`src/rtl/unidade_hilo.sv`:
```
// Iterative multiply/divide unit holding the architectural HI/LO registers.
// Define UNIDADE_HILO_SIGNED_EN to honour op[1] (signed MULT/DIV); otherwise all operations are unsigned.
module unidade_hilo #(
  parameter int WIDTH = 32
) (
  input  logic               clock,
  input  logic               reset_n,
  input  logic               start,
  input  logic [1:0]         op,
  input  logic [WIDTH-1:0]   in1,
  input  logic [WIDTH-1:0]   in2,
  input  logic               wr_hi,
  input  logic               wr_lo,
  input  logic [WIDTH-1:0]   wdata,
  output logic [WIDTH-1:0]   hi,
  output logic [WIDTH-1:0]   lo,
  output logic [2*WIDTH-1:0] out_64,
  output logic               busy,
  output logic               done
);

  localparam int CNT_W = (WIDTH > 1) ? $clog2(WIDTH) : 1;
  localparam logic [CNT_W-1:0] LAST = CNT_W'(WIDTH - 1);

  typedef enum logic [1:0] {
    IDLE   = 2'd0,
    RUN    = 2'd1,
    FINISH = 2'd2
  } state_t;

  state_t state, state_next;

  logic [CNT_W-1:0] count;
  logic [WIDTH-1:0] acc;
  logic [WIDTH-1:0] quo;
  logic [WIDTH-1:0] operand_b;
  logic [WIDTH-1:0] dividend_raw;
  logic             is_div;
  logic             neg_res;
  logic             neg_rem;
  logic             div_zero;

  logic             signed_op;
  logic             a_neg, b_neg;
  logic [WIDTH-1:0] mag_a, mag_b;
  logic [WIDTH:0]   mul_sum;
  logic [WIDTH:0]   div_shift;
  logic             div_ge;
  logic [WIDTH-1:0] div_diff;
  logic [2*WIDTH-1:0] prod_fix;
  logic [WIDTH-1:0]   quo_fix;
  logic [WIDTH-1:0]   rem_fix;

  function automatic logic [WIDTH-1:0] cond_neg(input logic [WIDTH-1:0] v, input logic en);
    cond_neg = en ? (~v + WIDTH'(1)) : v;
  endfunction

  function automatic logic [2*WIDTH-1:0] cond_neg_wide(input logic [2*WIDTH-1:0] v, input logic en);
    cond_neg_wide = en ? (~v + (2*WIDTH)'(1)) : v;
  endfunction

`ifdef UNIDADE_HILO_SIGNED_EN
  assign signed_op = op[1];
`else
  logic unused_sign_sel;
  assign signed_op       = 1'b0;
  assign unused_sign_sel = op[1];
`endif

  // Operand conditioning: the core always works on unsigned magnitudes
  assign a_neg = signed_op & in1[WIDTH-1];
  assign b_neg = signed_op & in2[WIDTH-1];
  assign mag_a = cond_neg(in1, a_neg);
  assign mag_b = cond_neg(in2, b_neg);

  // One shift-add step: low half of the product shifts in through quo
  assign mul_sum = {1'b0, acc} + (quo[0] ? {1'b0, operand_b} : {(WIDTH+1){1'b0}});

  // One restoring step; the true difference is below the divisor so WIDTH bits suffice
  assign div_shift = {acc, quo[WIDTH-1]};
  assign div_ge    = (div_shift >= {1'b0, operand_b});
  assign div_diff  = div_shift[WIDTH-1:0] - operand_b;

  assign prod_fix = cond_neg_wide({acc, quo}, neg_res);
  assign quo_fix  = cond_neg(quo, neg_res);
  assign rem_fix  = cond_neg(acc, neg_rem);

  assign busy   = (state != IDLE);
  assign out_64 = {hi, lo};

  always_ff @(posedge clock or negedge reset_n) begin
    if (!reset_n) state <= IDLE;
    else          state <= state_next;
  end

  always_comb begin
    state_next = state;
    case (state)
      IDLE:    if (start) state_next = RUN;
      RUN:     if (count == LAST) state_next = FINISH;
      FINISH:  state_next = IDLE;
      default: state_next = IDLE;
    endcase
  end

  always_ff @(posedge clock or negedge reset_n) begin
    if (!reset_n) begin
      count        <= '0;
      acc          <= '0;
      quo          <= '0;
      operand_b    <= '0;
      dividend_raw <= '0;
      is_div       <= 1'b0;
      neg_res      <= 1'b0;
      neg_rem      <= 1'b0;
      div_zero     <= 1'b0;
      hi           <= '0;
      lo           <= '0;
      done         <= 1'b0;
    end else begin
      done <= 1'b0;
      case (state)
        IDLE: begin
          if (start) begin
            count        <= '0;
            acc          <= '0;
            quo          <= mag_a;
            operand_b    <= mag_b;
            dividend_raw <= in1;
            is_div       <= op[0];
            neg_res      <= a_neg ^ b_neg;
            neg_rem      <= a_neg;
            div_zero     <= (in2 == '0);
          end else begin
            if (wr_hi) hi <= wdata;
            if (wr_lo) lo <= wdata;
          end
        end
        RUN: begin
          count <= count + CNT_W'(1);
          if (is_div) begin
            acc <= div_ge ? div_diff : div_shift[WIDTH-1:0];
            quo <= {quo[WIDTH-2:0], div_ge};
          end else begin
            acc <= mul_sum[WIDTH:1];
            quo <= {mul_sum[0], quo[WIDTH-1:1]};
          end
        end
        FINISH: begin
          done <= 1'b1;
          if (is_div) begin
            // Divide by zero reports the raw dividend, bypassing sign fixup
            if (div_zero) begin
              hi <= dividend_raw;
              lo <= '1;
            end else begin
              hi <= rem_fix;
              lo <= quo_fix;
            end
          end else begin
            {hi, lo} <= prod_fix;
          end
        end
        default: ;
      endcase
    end
  end

endmodule
```
`config.mk`:
```
export PLATFORM = sky130hd
export DESIGN_NAME = unidade_hilo
export DESIGN_NICKNAME = d
export VERILOG_FILES = /design/src/rtl/unidade_hilo.sv
export SDC_FILE = /design/constraint.sdc
export NUM_CORES = 1
export LEC_CHECK = 0
export ABC_AREA = 1
export CAP_MARGIN = 25
export CORE_MARGIN = 2
export CORE_UTILIZATION = 35
export DETAILED_ROUTE_END_ITERATION = 7
export GPL_TIMING_DRIVEN = 0
export HOLD_SLACK_MARGIN = 0.06
export SYNTH_ARGS = -nofsm -noshare
export SYNTH_HDL_FRONTEND = slang
export SYNTH_SLANG_ARGS = --single-unit
```
`constraint.sdc`:
```
create_clock -name clock -period 6.7 [get_ports clock]
set_input_delay 0.67 -clock clock [delete_from_list [all_inputs] [get_ports clock]]
set_output_delay 0.67 -clock clock [all_outputs]
set_load 0.05 [all_outputs]
```
==> flow_summary.ini <==
[sta]
setup_viol_count_final = 0
skew_ns = 0.0148
max_freq_ghz = 0.301
hold_viol_final = 0
rsz0062_at_grt = no
period_needed_ns = 3.32
maxSlewViolCount = 0
worst_pin_slew_ns = 0.911
post-route-period-util = 0.495
slew_headroom = 0.390

[critical_path]
crit_path_top_delay_cell = clkbuf_1
reg2reg_depth = 15
critPathArrivalTime_ns = 3.77
crit_chain = clkbuf_1 > clkbuf_1 > nand2_1 > inv_1 > ha_1 > or2_2 > nand3_1 > nand2_1 > nand2_1 > nand2_1 > xor2_1 > o21ai_0 > inv_1 > nand2_1 > nand2_1
r2r_start = quo[0]
critPathLaunchType = flip-flop
rr_endpoint = acc[12]
cp-startpoint = quo[0]
endpoint_kind = flip-flop
rrSetupSlack_ns = 3.38
path_class = flip-flop to flip-flop
critical_path_required_ns = 7.15
cpMostUsedCell = nand2_1
slowest_delay_ns = 0.50
crit_fanout = 10

[detailed_routing]
drt_iter0_markers = 993
via_count = 15792
met2_length_um = 28400
drc_errors = 0
first_pass_iters = 7
routed.top_layer = met5
wl_um = 60300
wire_per_inst_um = 18.9
wl_met3_um = 4220
routed_via_density = 4.94
wl_met1_um = 25700
ant_nets = 0

[floorplan]
core_um2 = 43000
die_area_um2 = 45200
die_width_um = 213
rows = 76
die_y_um = 213
ios = 233
initial_core_util = 0.354

[clocking]
clkTransAtPathRegs_ns = 0.06
cts.path.max_buffers = 3
holdBufCountCts = 0
clockRootBuffer = clkbuf_16
cts_resized = 0
cts_inserted_buffers = 25
clock_sinks = 202
cts_tree = done
insertion_delay_ns = 0.57
cts_setup_buffers = 0
htreeDepth = 1

[logic_synthesis]
synth_area_leader_cell = dfrtp_1
synth_seq_cells = 202
yosys-top-cells-count = nand2_1 (748), inv_1 (369), dfrtp_1 (202)
syn_inst = 2336
yosysWarnings = 0
yosysSeqAreaShare = 0.332
synth_cell_types = 41
async_reset_ff_frac = 1.00
syn_area_um2 = 15200
synth_most_common_cell = nand2_1
synth_fp_nets = 2507
synthTopCellsByArea = dfrtp_1 (33%), nand2_1 (18%), inv_1 (9.1%)
synth.top_cell.area_share = 0.332
synth_edf_count = 0
synth-main-ff-cell = dfrtp_1
avgSynthCellArea_um2 = 6.52

[global_route]
grt-ovfl-total = 0
grt_max_degree = 118
grt_pass1_vias = 15277
grt_antenna_before_repair = 3
grt.total_usage = 0.264
grt_pass1_wl_um = 89400

[final_layout]
drive_above_1_share = 0.0640
nNetsFinal = 2766
area_growth_pct = 25.2
fill_cells = 4595
fin_area_um2 = 19100

[place]
portBuffers = 231
dpl_cell_area_um2 = 18300
dp_hpwl_um = 49800
gp_congestion = 0.965

[job]
maxCapViolations = 0

[worst_hold_path]
min_path_type = primary input to async pin

[status]
status = completed
state kept, by name (all words and copies together) (netlist names):
name and count:
lo 32, quo 32, acc 32, div_zero 1, dividend_raw 32, is_div 1
count 5, done 1, operand_b 32, state 2, hi 32
critical path, delay by kind of cell, from the launching register on:
kind                       cells  cell delay [ns]
and+or+nand+nor                8             1.06
adders and majority gates      1             0.30
DFF                            1             0.31
buffers and inverters          4             1.07
AOI/OAI and AO/OA              1             0.25
xor gates and xnor gates       1             0.21
how the worst max path moves through the flow:
stage | end | depth (start not counted)
after floorplan | acc[30] | 18
after global placement | operand_b[21] | 1
after detailed placement | acc[27] | 18
after CTS | acc[12] | 15
after global routing | acc[27] | 16
final | acc[12] | 15
metrics by stage:
step | util | setup TNS [ns] | std cells | setup WS [ns] | hold WS, ns
6_report | 0.444 | 0 | 3195 | 3.38 | 0.0874
5_1_grt | 0.444 | 0 | 3193 | 3.12 | 0.147
4_1_cts | 0.444 | 0 | 3193 | 3.40 | 0.124
3_5_place_dp | 0.426 | 0 | 3153 | 3.45 | 0.498
3_3_place_gp | 0.425 | -767.95 | 3152 | -3.83 | 0.490
2_1_floorplan | - | 0 | 2336 | 4.38 | 0.374
cell type report:
| class | count | area, um^2 | share of cell area |
|---|---|---|---|
| multi-input combinational | 1609 | 7900 | 0.414 |
| sequential | 202 | 5050 | 0.265 |
| timing repair buffer | 232 | 2340 | 0.123 |
| inverter | 376 | 1410 | 0.0740 |
| buffer | 149 | 868 | 0.0455 |
| tap | 585 | 732 | 0.0384 |
| clock buffer | 33 | 676 | 0.0354 |
| clock inverter | 7 | 77.6 | 0.00407 |
| antenna | 2 | 5.00 | 0.000262 |
metal layers:
layer / track usage / vias to the layer above
met1: 0.333 / 7334
met2: 0.460 / 522
met3: 0.0479 / 100
met5: 0 / -
li1: - / 7834
met4: 0.0779 / 2
cells by family after synthesis:
logic type,after synthesis,share of synthesized area
adder cells (fa/ha/maj),68,0.0568
XOR/XNOR,26,0.0149
flip-flops,202,0.332
AO/OA/AOI/OAI,370,0.135
AND/OR/NAND/NOR,1145,0.312
buffers and inverters,525,0.150
placed cells by master, fill, tap and decap left out, types with 66 or more instances in the layout:
| master | Yosys | layout |
|---|---|---|
| a21oi_1 | 78 | 78 |
| inv_1 | 369 | 369 |
| o21ai_0 | 182 | 182 |
| nand2_1 | 748 | 748 |
| clkbuf_1 | 61 | 67 |
| clkdlybuf4s50_1 | 0 | 230 |
| buf_4 | 69 | 69 |
| dfrtp_1 | 202 | 202 |
| nor2_1 | 181 | 181 |
| ha_1 | 66 | 66 |
| nand3_1 | 128 | 128 |
Power is not shown: default switching activity piles up to over one toggle a cycle in this logic, so the estimate is an artifact.
